### src/rtl/load_store_unit.sv
// RV32I load/store unit: byte/half/word accesses over a word-wide memory port, sign/zero extension.
// Optional macro LSU_MISALIGNED_SPLIT_EN: perform misaligned accesses, split across two words when needed.

module load_store_unit #(
   parameter int ADDR_W = 32
) (
   input  logic              clk,
   input  logic              rst_n,
   input  logic              req_valid,
   output logic              req_ready,
   input  logic              req_we,
   input  logic [2:0]        req_funct3,
   input  logic [ADDR_W-1:0] req_addr,
   input  logic [31:0]       req_wdata,
   output logic              rsp_valid,
   output logic [31:0]       rsp_rdata,
   output logic              rsp_err,
   output logic              mem_r,
   output logic [3:0]        mem_w,
   output logic [31:0]       mem_in,
   output logic [ADDR_W-1:0] mem_addr,
   input  logic [31:0]       mem_out
);

   typedef enum logic [1:0] {IDLE, ACC0, ACC1, RESP} state_t;

   state_t              state, state_nxt;
   logic                we_q;
   logic [2:0]          funct3_q;
   logic [ADDR_W-1:0]   addr_q;
   logic [31:0]         wdata_q;
   logic                err_q;
   logic                split_q;
   logic [31:0]         word0;
   logic [23:0]         word1;   // at most three bytes of the upper word reach the result

   logic                accept;
   logic                req_bad_code;
   logic                req_bad;
   logic                req_split;

   assign req_ready = rst_n && (state == IDLE);
   assign accept    = req_valid && req_ready;

   // Loads accept funct3 0,1,2,4,5; stores accept 0,1,2.
   assign req_bad_code = req_we ? (req_funct3 >= 3'b011)
                                : (req_funct3 == 3'b011 || req_funct3[2:1] == 2'b11);

`ifdef LSU_MISALIGNED_SPLIT_EN
   logic [2:0] req_bytes;

   always_comb begin
      case (req_funct3[1:0])
         2'd1:    req_bytes = 3'd2;
         2'd2:    req_bytes = 3'd4;
         default: req_bytes = 3'd1;
      endcase
   end

   assign req_bad   = req_bad_code;
   assign req_split = ({1'b0, req_addr[1:0]} + req_bytes) > 3'd4;
`else
   logic req_misaligned;

   assign req_misaligned = (req_funct3[1:0] == 2'd1 && req_addr[0])
                        || (req_funct3[1:0] == 2'd2 && req_addr[1:0] != 2'b00);
   assign req_bad   = req_bad_code || req_misaligned;
   assign req_split = 1'b0;
`endif

   // NOTE: sequential state uses non-blocking assignments so every register samples pre-edge values.
   always_ff @(posedge clk or negedge rst_n) begin
      if (!rst_n) state <= IDLE;
      else        state <= state_nxt;
   end

   // NOTE: datapath registers are reset too; the response mux reads them and must never expose X.
   always_ff @(posedge clk or negedge rst_n) begin
      if (!rst_n) begin
         we_q     <= 1'b0;
         funct3_q <= 3'b000;
         addr_q   <= '0;
         wdata_q  <= 32'd0;
         err_q    <= 1'b0;
         split_q  <= 1'b0;
         word0    <= 32'd0;
         word1    <= 24'd0;
      end else begin
         if (accept) begin
            we_q     <= req_we;
            funct3_q <= req_funct3;
            addr_q   <= req_addr;
            wdata_q  <= req_wdata;
            err_q    <= req_bad;
            split_q  <= req_split;
            word1    <= 24'd0;
         end
         if (state == ACC0) word0 <= mem_out;
         if (state == ACC1) word1 <= mem_out[23:0];
      end
   end

   // Store lanes: the low half feeds ACC0, the high half spills into ACC1.
   logic [3:0]         size_mask;
   logic [7:0]         strobe_wide;
   logic [63:0]        wdata_wide;
   logic [ADDR_W-3:0]  word_idx;
   logic [ADDR_W-1:0]  addr_lo;
   logic [ADDR_W-1:0]  addr_hi;

   always_comb begin
      case (funct3_q[1:0])
         2'd0:    size_mask = 4'b0001;
         2'd1:    size_mask = 4'b0011;
         default: size_mask = 4'b1111;
      endcase
   end

   assign strobe_wide = {4'b0000, size_mask} << addr_q[1:0];
   assign wdata_wide  = {32'd0, wdata_q} << {addr_q[1:0], 3'b000};
   assign word_idx    = addr_q[ADDR_W-1:2];
   assign addr_lo     = {word_idx, 2'b00};
   assign addr_hi     = {word_idx + (ADDR_W-2)'(1), 2'b00};

   // Load path: select the bytes starting at the offset, then extend to 32 bits.
   logic [31:0] rd_word;
   logic [31:0] rd_ext;
   logic        sign_en;

   assign sign_en = !funct3_q[2];

   always_comb begin
      case (addr_q[1:0])
         2'd0:    rd_word = word0;
         2'd1:    rd_word = {word1[7:0],  word0[31:8]};
         2'd2:    rd_word = {word1[15:0], word0[31:16]};
         default: rd_word = {word1[23:0], word0[31:24]};
      endcase
   end

   always_comb begin
      case (funct3_q[1:0])
         2'd0:    rd_ext = {{24{sign_en & rd_word[7]}},  rd_word[7:0]};
         2'd1:    rd_ext = {{16{sign_en & rd_word[15]}}, rd_word[15:0]};
         default: rd_ext = rd_word;
      endcase
   end

   // NOTE: every output and next state gets a default first so no latch can be inferred.
   always_comb begin
      state_nxt = state;
      mem_r     = 1'b0;
      mem_w     = 4'b0000;
      mem_in    = 32'd0;
      mem_addr  = '0;
      rsp_valid = 1'b0;
      rsp_rdata = 32'd0;
      rsp_err   = 1'b0;
      case (state)
         IDLE: begin
            if (accept) state_nxt = req_bad ? RESP : ACC0;
         end
         ACC0: begin
            mem_addr = addr_lo;
            if (we_q) begin
               mem_w  = strobe_wide[3:0];
               mem_in = wdata_wide[31:0];
            end else begin
               mem_r = 1'b1;
            end
            state_nxt = split_q ? ACC1 : RESP;
         end
         ACC1: begin
            mem_addr = addr_hi;
            if (we_q) begin
               mem_w  = strobe_wide[7:4];
               mem_in = wdata_wide[63:32];
            end else begin
               mem_r = 1'b1;
            end
            state_nxt = RESP;
         end
         RESP: begin
            rsp_valid = 1'b1;
            rsp_err   = err_q;
            rsp_rdata = (we_q || err_q) ? 32'd0 : rd_ext;
            state_nxt = IDLE;
         end
         default: state_nxt = IDLE;
      endcase
   end

endmodule

### config.mk
export PLATFORM = sky130hd
export DESIGN_NAME = load_store_unit
export DESIGN_NICKNAME = d
export VERILOG_FILES = /design/src/rtl/load_store_unit.sv
export SDC_FILE = /design/constraint.sdc
export NUM_CORES = 1
export LEC_CHECK = 0
export CAP_MARGIN = 20
export CORE_AREA = 2 2 129 163
export CTS_CLUSTER_DIAMETER = 50
export DETAILED_ROUTE_END_ITERATION = 7
export DIE_AREA = 0 0 131 165
export MAX_ROUTING_LAYER = met4
export PLACE_DENSITY = 0.74
export SETUP_SLACK_MARGIN = 0.1
export SLEW_MARGIN = 15
export SYNTH_ARGS = -nofsm -noshare
export SYNTH_HDL_FRONTEND = slang
export SYNTH_SLANG_ARGS = --single-unit
### constraint.sdc
create_clock -name clk -period 2.7 [get_ports clk]
set_input_delay 0.27 -clock clk [delete_from_list [all_inputs] [get_ports clk]]
set_output_delay 0.27 -clock clk [all_outputs]
set_load 0.02 [all_outputs]
### After elaboration in Yosys (flattened, before gate mapping)

Cells that the tools add are included.

* bits in registers: 127
* bits of input ports: 103
* output and inout port bits: 104
* word-level logic and storage cells: 62

* add/subtract/negate cells: 1
* $lt $le $gt $ge: 1
* equality and inequality tests: 11
* shifts and indexed selects: 2
* mux-type cells: 22
* bitwise logic cells: 2
* reduce and logical (&&, ||, !) cells: 15

Operator list (count)
* 32-bit one-hot mux with 2 select lines: 3
* 32-bit two-way mux: 4
* 32-bit one-hot mux with 3 select lines: 1
* 32-bit by 5-bit << shifter with 64-bit output: 1
* 24-bit two-way mux: 2
* 30-bit by 1-bit adder with 30-bit output, second input constant: 1
* 4-bit one-hot mux with 2 select lines: 2
* 2-bit equality test, second input constant: 5
* 2-bit by 1-bit equality test with 1-bit output, second input constant: 4
* 4-bit two-way mux: 2
* 4-bit by 2-bit << shifter with 8-bit output: 1
* 2-bit zero test: 3
* 2-bit one-hot mux with 3 select lines: 1
* 1-bit two-way mux: 5
* 1-bit logical AND: 4
* 1-bit logical OR: 4
* 2-bit two-way mux: 2
* 2-bit nonzero test: 2
* 3-bit by 2-bit equality test with 1-bit output, second input constant: 1
* 3-bit by 2-bit >= comparator with 1-bit output, second input constant: 1
* 1-bit AND: 2
* 2-bit != test, second input constant: 1
* 2-bit OR reduction: 1
* 1-bit zero test: 1

### Depth between registers and ports, before layout

Gate-level depths: netlist (run 1).

* depth after elaboration: 7
* mapped depth: 9
* mapped depth without buffers: 7

### Worst setup path before layout (run 1)

Ideal clock, no wire load.

* kind: reg2out
* start: register state[0]
* end: output port mem_addr[25]
* data arrival time: 2.116 ns
* data required time: 2.430 ns
* setup slack: 0.314 ns
* stages on the path, launching flop included: 7
* buffers on the path: 2
* cell sequence: dfrtp_1 -> inv_1 -> ha_1 -> nand2_1 -> clkbuf_1 -> clkbuf_1 -> o41ai_1

* cells in the longest elaborated chain, start to end: 2
* elaborated cells on any way between the ends: 3
* those cells by class: eq/ne (2); mux (1)

Ends and longest elaborated chain
* start, declared: line 27 `state_t state, state_nxt;`
* start signal, assigned: line 74 `else state <= state_nxt;`
* 2-bit equality test or 2-bit by 1-bit equality test with 1-bit output (tied branches): line 159 `case (state)`
* 32-bit one-hot mux with 2 select lines (*): line 159
* end, declared: line 21 `output logic [ADDR_W-1:0] mem_addr,`

Mark *: on every way between the ends. The rest lies on a longest branch, timed or not.

### Worst setup path in the final report (run 1)

* start: register addr_q[0]
* end: output port rsp_rdata[21]

* cells in the longest elaborated chain, start to end: 6
* elaborated cells on any way between the ends: 9
* those cells by class: eq/ne (2); mux (4); bitwise (2); reduce/logical (1)

Ends and longest elaborated chain
* start, declared: line 30 `logic [ADDR_W-1:0] addr_q;`
* start signal, assigned: line 92 `addr_q <= req_addr;`
* 2-bit equality test (tied with other cells): line 133 `case (addr_q[1:0])`
* 32-bit one-hot mux with 3 select lines (*): line 133
* 1-bit AND, on equally long branches: line 144, 143
* 32-bit one-hot mux with 2 select lines (*): line 142 `case (funct3_q[1:0])`
* 32-bit two-way mux (*): line 186 `rsp_rdata = (we_q || err_q) ? 32'd0 : rd_ext;`
* 32-bit two-way mux (*): line 159
* end, declared: line 16 `output logic [31:0] rsp_rdata,`

Marked as above.

==> flow_metrics.env, run 1 <==
export IMPL_yosysMostFrequentCell="dfrtp_1"
export IMPL_htreeDepth=4
export IMPL_hold_viol=0
export IMPL_post_drt_wl_per_cell_um=19.1
export IMPL_synthDominantCellAreaShare=0.400
export IMPL_ys_warn_count=0
export IMPL_grt_pass1_wl_mm=37.6
export IMPL_period_share=1.01
export IMPL_violations="negative setup slack"
export IMPL_path_class="register to primary output"
export IMPL_rr_startpoint="state[0]"
export IMPL_dr_pass1_iters=5
export IMPL_ys_top_cells_by_count="dfrtp_1, nand2_1, mux2_2"
export IMPL_synth_async_sr_flop_share=1.00
export IMPL_grt_usage=0.233
export IMPL_drtAntennaViolNets=0
export IMPL_maxSlewHeadroom=0.595
export IMPL_stdcell_count=1310
export IMPL_ios=207
export IMPL_clock_sinks=127
export IMPL_critPathMaxStageDelay_ns=0.53
export IMPL_status="finished with violations"
export IMPL_cpMostUsedCell="buf_6"
export IMPL_min_period_ns=2.73
export IMPL_dp_cells=1248
export IMPL_reg2regPathDepth=5
export IMPL_grt_start_max_net_pins=50
export IMPL_wl_met1_mm=9.87
export IMPL_yosysTopAreaCell="dfrtp_1"
export IMPL_final_layout_size_suffix_gt1_frac=0.342
export IMPL_fin_ws_ns=-0.0320
export IMPL_core_area_sq_mm=0.0200
export IMPL_ys_seq_area_frac=0.400
export IMPL_setup_viol=6
export IMPL_drcViolationCount=0
export IMPL_critical_path_top_delay_family="simple AND/OR/NAND/NOR gates"
export IMPL_start_kind="register"
export IMPL_tightest_slew_ns=0.608
export IMPL_synth_edf_count=0
export IMPL_area_growth_pct=45.1
export IMPL_die_y_um=165
export IMPL_gp_congestion=0.906
export IMPL_wl_met3_mm=1.28
export IMPL_cp_end_kind="primary output"
export IMPL_synth_ff_type="dfrtp_1"
export IMPL_cts_tree="done"
export IMPL_slew_violations=0
export IMPL_holdWs_ns=0.353
export IMPL_finalSetupTns_ns=-0.105
export IMPL_critPathBufInv=3
export IMPL_hpwl_mm=17.3
export IMPL_grt_pass1_vias=7016
export IMPL_finalWirelength_mm=25.0
export IMPL_dr_wl_met2_mm=12.8
export IMPL_finalNetCount=1133
export IMPL_rrSetupSlack_ns=1.01
export IMPL_insertion_delay_ns=0.42
export IMPL_cp_slowest_cell="dfrtp_4"
export IMPL_syn_inst=784
export IMPL_final_area_sq_mm=0.0115
export IMPL_cp_depth=8
export IMPL_leakage_nw=5.06
export IMPL_path_clk_slew_ns=0.06
export IMPL_cts_buffers=17
export IMPL_total_power_mw=14.0
export IMPL_cts_root_buf="clkbuf_16"
export IMPL_start_util=0.398
export IMPL_fin_skew_ns=0.0123
export IMPL_grt_ovfl_total=0
export IMPL_cp_max_fo=7
export IMPL_route_vias_total=7222
export IMPL_cp_required_ns=2.43
export IMPL_min_path_type="input pin to async pin"
export IMPL_synth_cell_types=52
export IMPL_vias_per_cell=5.51
export IMPL_avgSynthCellArea_sq_um=10.1
export IMPL_die_area_sq_mm=0.0216
export IMPL_initialDrtViolationCount=451
export IMPL_die_w_um=131
export IMPL_port_buffers=204
export IMPL_synth_seq_cells=127
export IMPL_drv_cap=0
export IMPL_synth_area_top_cells="dfrtp_1, mux2_2, mux4_2, nand2_1, mux2i_1"
export IMPL_cts_buffer_depth=2
export IMPL_rsz0062_at_grt="true"
export IMPL_crit_path_cell_trace="mux4_2 > nand2_1 > o21a_1 > or4_4 > buf_16 > buf_6 > o21ai_4 > buf_6"
export IMPL_placed_area_sq_mm=0.0105
export IMPL_max_freq_mhz=366
export IMPL_antenna_found_initial=3
export IMPL_cp_arrival_ns=2.46
export IMPL_rows=58
export IMPL_reg2reg_to="funct3_q[2]"
export IMPL_maxUsedRoutingLayer="met4"
export IMPL_ir_drop_mv=0.542
export IMPL_cellPowerDensity_mw_per_mm2=1220
export IMPL_syn_area_sq_mm=0.00794
==> flip-flops by register name (all words and copies together), names as in the netlist <==
register / cells
addr_q: 32
word1: 24
word0: 32
wdata_q: 32
state: 2
err_q: 1
we_q: 1
funct3_q: 3
==> worst register-to-register path, stage by stage (launching register included) <==
cell and delay [ns]:
dfrtp_1 0.34, inv_1 0.08, ha_4 0.19, nand3_4 0.07, buf_4 0.48, mux2_2 0.42
==> through the flow <==
stage                     utilization  setup slack, ns
after detailed placement        0.526         0.000831
after CTS                       0.566          -0.0655
final                           0.577          -0.0320
after global routing            0.577           -0.117
after floorplan                     -            0.314
after global placement          0.526           0.0312
==> worst max path at each step <==
stage | from | endpoint | slack, ns
2_1_floorplan | state[0] | mem_addr[25] | 0.31
3_3_place_gp | addr_q[0] | rsp_rdata[19] | 0.03
3_5_place_dp | addr_q[0] | rsp_rdata[20] | 0.0008
4_1_cts | addr_q[0] | rsp_rdata[20] | -0.07
5_1_grt | addr_q[0] | rsp_rdata[17] | -0.12
6_report | addr_q[0] | rsp_rdata[21] | -0.03
==> area by class of cell <==
type	count	area, sq um
antenna	3	7.51
clock buffer	19	453
clock inverter	13	175
fill	1682	8440
inverter	22	82.6
multi-input combinational	572	4660
sequential	127	3190
tap	270	338
timing repair buffer	284	2620
==> layout by cell type, fill, tap and decap left out, types with 12 or more instances in the layout <==
master	n
nor2_1	17
a22oi_1	12
clkbuf_16	18
mux2i_1	22
and3_1	18
o21ai_1	26
buf_4	72
mux4_2	30
dlygate4sd2_1	30
a21oi_1	21
buf_6	23
mux2_2	103
inv_1	22
nand2_1	106
o21ai_0	41
and2_1	24
dfrtp_1	120
clkbuf_2	19
nand3_1	16
clkdlybuf4s50_1	115
==> cell families after synthesis <==
logic type	Yosys count	synth area share
other	1	0.000472
AOI/OAI and AO/OA	169	0.132
and+or+nand+nor	232	0.143
adders and majority gates	6	0.00946
xor gates and xnor gates	5	0.00552
buffers and inverters	86	0.0456
muxes	158	0.263
DFF	127	0.400
==> timing repair <==
item	4_1_cts	5_1_grt
pin swaps	4	2
setup endpoints to repair	95	67
hold buffers	1	0
hold endpoints to repair	38	0
gates cloned	2	1
buffers inserted	8	15
gates resized for setup	242	96
==> where the power goes <==
group	switching, mW	internal, mW
sequential	0.960	2.86
clock	0.927	1.52
combinational	3.95	3.77
==> per-layer routing <==
metal | vias up | GRT usage
li1 | 3357 | -
met1 | 3523 | 0.281
met2 | 278 | 0.367
met3 | 64 | 0.0402
met4 | 0 | 0.130
met5 | - | -
Power figures use the tool's default switching activity.
==> run 2, diff against run 1 <==
CAP_MARGIN = not set   (was 20)
CTS_BUF_LIST = sky130_fd_sc_hd__clkbuf_8 sky130_fd_sc_hd__clkbuf_16   (was not set)
DONT_BUFFER_PORTS = 1   (was not set)
PLACE_DENSITY = 0.61   (was 0.74)
==> flow_metrics.env, run 2 (synthesis results as in run 1) <==
export IMPL_status="finished with violations"
export IMPL_violations="negative hold slack"
export IMPL_drcViolationCount=0
export IMPL_p_switching_mw=5.59
export IMPL_core_area_sq_mm=0.0200
export IMPL_min_path_type="input pin to async pin"
export IMPL_pwr_share_clk=0.180
export IMPL_port_buffers=0
export IMPL_grt_usage=0.234
export IMPL_n_fill_cell=1809
export IMPL_cts_hold_buf=99
export IMPL_area_growth_pct=34.0
export IMPL_fin_skew_ns=0.00549
export IMPL_path_class="register to primary output"
export IMPL_finalWirelength_mm=24.4
export IMPL_tightest_slew_ns=0.520
export IMPL_hold_viol=127
export IMPL_rsz0062_at_grt="true"
export IMPL_path_clk_slew_ns=0.06
export IMPL_drv_cap=0
export IMPL_dr_pass1_iters=5
export IMPL_finalSetupTns_ns=0
export IMPL_reg2reg_to="word0[6]"
export IMPL_die_w_um=131
export IMPL_post_drt_wl_per_cell_um=20.0
export IMPL_antenna_found_initial=0
export IMPL_final_layout_size_suffix_gt1_frac=0.334
export IMPL_cp_end_kind="primary output"
export IMPL_min_period_ns=2.61
export IMPL_slew_violations=0
export IMPL_reg2regPathDepth=4
export IMPL_intPower_mw=7.51
export IMPL_insertion_delay_ns=0.42
export IMPL_swShare=0.427
export IMPL_placed_area_sq_mm=0.00872
export IMPL_cts_tree="done"
export IMPL_hpwl_mm=16.3
export IMPL_p_seq_frac=0.296
export IMPL_clock_sinks=127
export IMPL_cts_buffers=17
export IMPL_rr_startpoint="state[0]"
export IMPL_cellPowerDensity_mw_per_mm2=1230
export IMPL_vias_per_cell=5.60
export IMPL_endpoint="rsp_rdata[19]"
export IMPL_ff_latch_area_sq_mm=0.00319
export IMPL_setup_viol=0
export IMPL_gp_congestion=0.931
export IMPL_period_share=0.968
export IMPL_maxSlewHeadroom=0.652
export IMPL_start_kind="register"
export IMPL_die_y_um=165
export IMPL_final_common_cell="dfrtp_1"
export IMPL_ios=207
export IMPL_startpoint="addr_q[0]"
export IMPL_max_freq_mhz=383
export IMPL_ir_drop_mv=0.499
export IMPL_cts_root_buf="clkbuf_16"
export IMPL_finalNetCount=1048
export IMPL_cp_required_ns=2.43
export IMPL_grt_pass1_wl_mm=37.8
export IMPL_holdWs_ns=-0.445
export IMPL_grt_ovfl_total=0
export IMPL_cts_buffer_depth=2
export IMPL_largestRegisters="addr_q x32, wdata_q x32, word0 x32"
export IMPL_rrSetupSlack_ns=1.04
export IMPL_power_frac_comb=0.525
export IMPL_mostFrequentLayoutCells="dfrtp_1, nand2_1, mux2_2, dlygate4sd3_1, buf_4"
export IMPL_initialDrtViolationCount=375
export IMPL_leakage_nw=4.53
export IMPL_n_antenna_cell=0
export IMPL_htreeDepth=4
export IMPL_grt_pass1_vias=6763
export IMPL_route_vias_total=6847
export IMPL_final_area_sq_mm=0.0106
export IMPL_die_area_sq_mm=0.0216
export IMPL_grt_start_max_net_pins=130
export IMPL_multiInputGateArea_sq_mm=0.00456
export IMPL_drtAntennaViolNets=0
export IMPL_cp_arrival_ns=2.34
export IMPL_cp_max_fo=7
export IMPL_rows=58
export IMPL_start_util=0.398
## run 2: area by class of cell
type	instances	share of cell area
Clock buffer	18	0.0413
Clock inverter	14	0.0148
Inverter	22	0.00776
Multi-Input combinational cell	572	0.429
Sequential cell	127	0.300
Tap cell	270	0.0318
Timing Repair Buffer	199	0.175
## run 2: what timing repair did
item | 4_1_cts | 5_1_grt
setup endpoints to repair | 53 | 66
buffers inserted | 6 | 5
hold endpoints to repair | 246 | 127
cloned | 0 | 0
gates resized for setup | 18 | 44
pin swaps | 2 | 1
## run 2: metal layers
metal | vias to the layer above | GRT usage | part of all wire
li1 | 3173 | - | -
met1 | 3374 | 0.300 | 0.42
met2 | 246 | 0.366 | 0.49
met3 | 54 | 0.0466 | 0.064
met4 | 0 | 0.0861 | 0.029
met5 | - | - | 0
## run 2: power by group through the flow
| stage | clock network (mW) | registers, mW | logic (mW) |
|---|---|---|---|
| 2_1_floorplan | 0 | 3.47 | 4.87 |
| 3_3_place_gp | 0 | 3.80 | 6.28 |
| 3_5_place_dp | 0 | 3.84 | 6.37 |
| 4_1_cts | 2.41 | 3.82 | 6.68 |
| 5_1_grt | 2.48 | 4.02 | 7.48 |
| 6_report | 2.35 | 3.87 | 6.87 |
## run 2: through the flow
step                      std cells  setup WS [ns]  total power [mW]  hold WS, ns   util
after floorplan                 785          0.314              8.34      -0.0256      -
after global placement         1080          0.387              10.1      -0.0196  0.437
after detailed placement       1080          0.392              10.2      -0.0198  0.437
after CTS                      1217         0.0831              12.9       -0.467  0.523
after global routing           1222        0.00375              14.0       -0.469  0.533
final                          1222         0.0871              13.1       -0.445  0.533
## run 2: worst min path at each step
stage | start | to | slack, ns | depth (start not counted)
final | rst_n | word0[29] | -0.45 | 0
after global routing | rst_n | word0[30] | -0.47 | 0
after CTS | rst_n | word0[10] | -0.47 | 0
after detailed placement | rst_n | word0[29] | -0.02 | 0
after global placement | rst_n | word0[29] | -0.02 | 0
after floorplan | rst_n | addr_q[0] | -0.03 | 0
## run 2: worst max-delay path: stages (launching register included)
cell and delay, ns:
dfrtp_4 0.51, mux4_2 0.35, nand2_1 0.06, o21a_1 0.10
or4_4 0.50, buf_12 0.18, o21ai_1 0.06, buf_4 0.15
==> run 3, diff against run 2 <==
CAP_MARGIN = 40   (was not set)
==> results of run 3 <==
The final DEF is identical to that of run 2; final timing and power are the same.
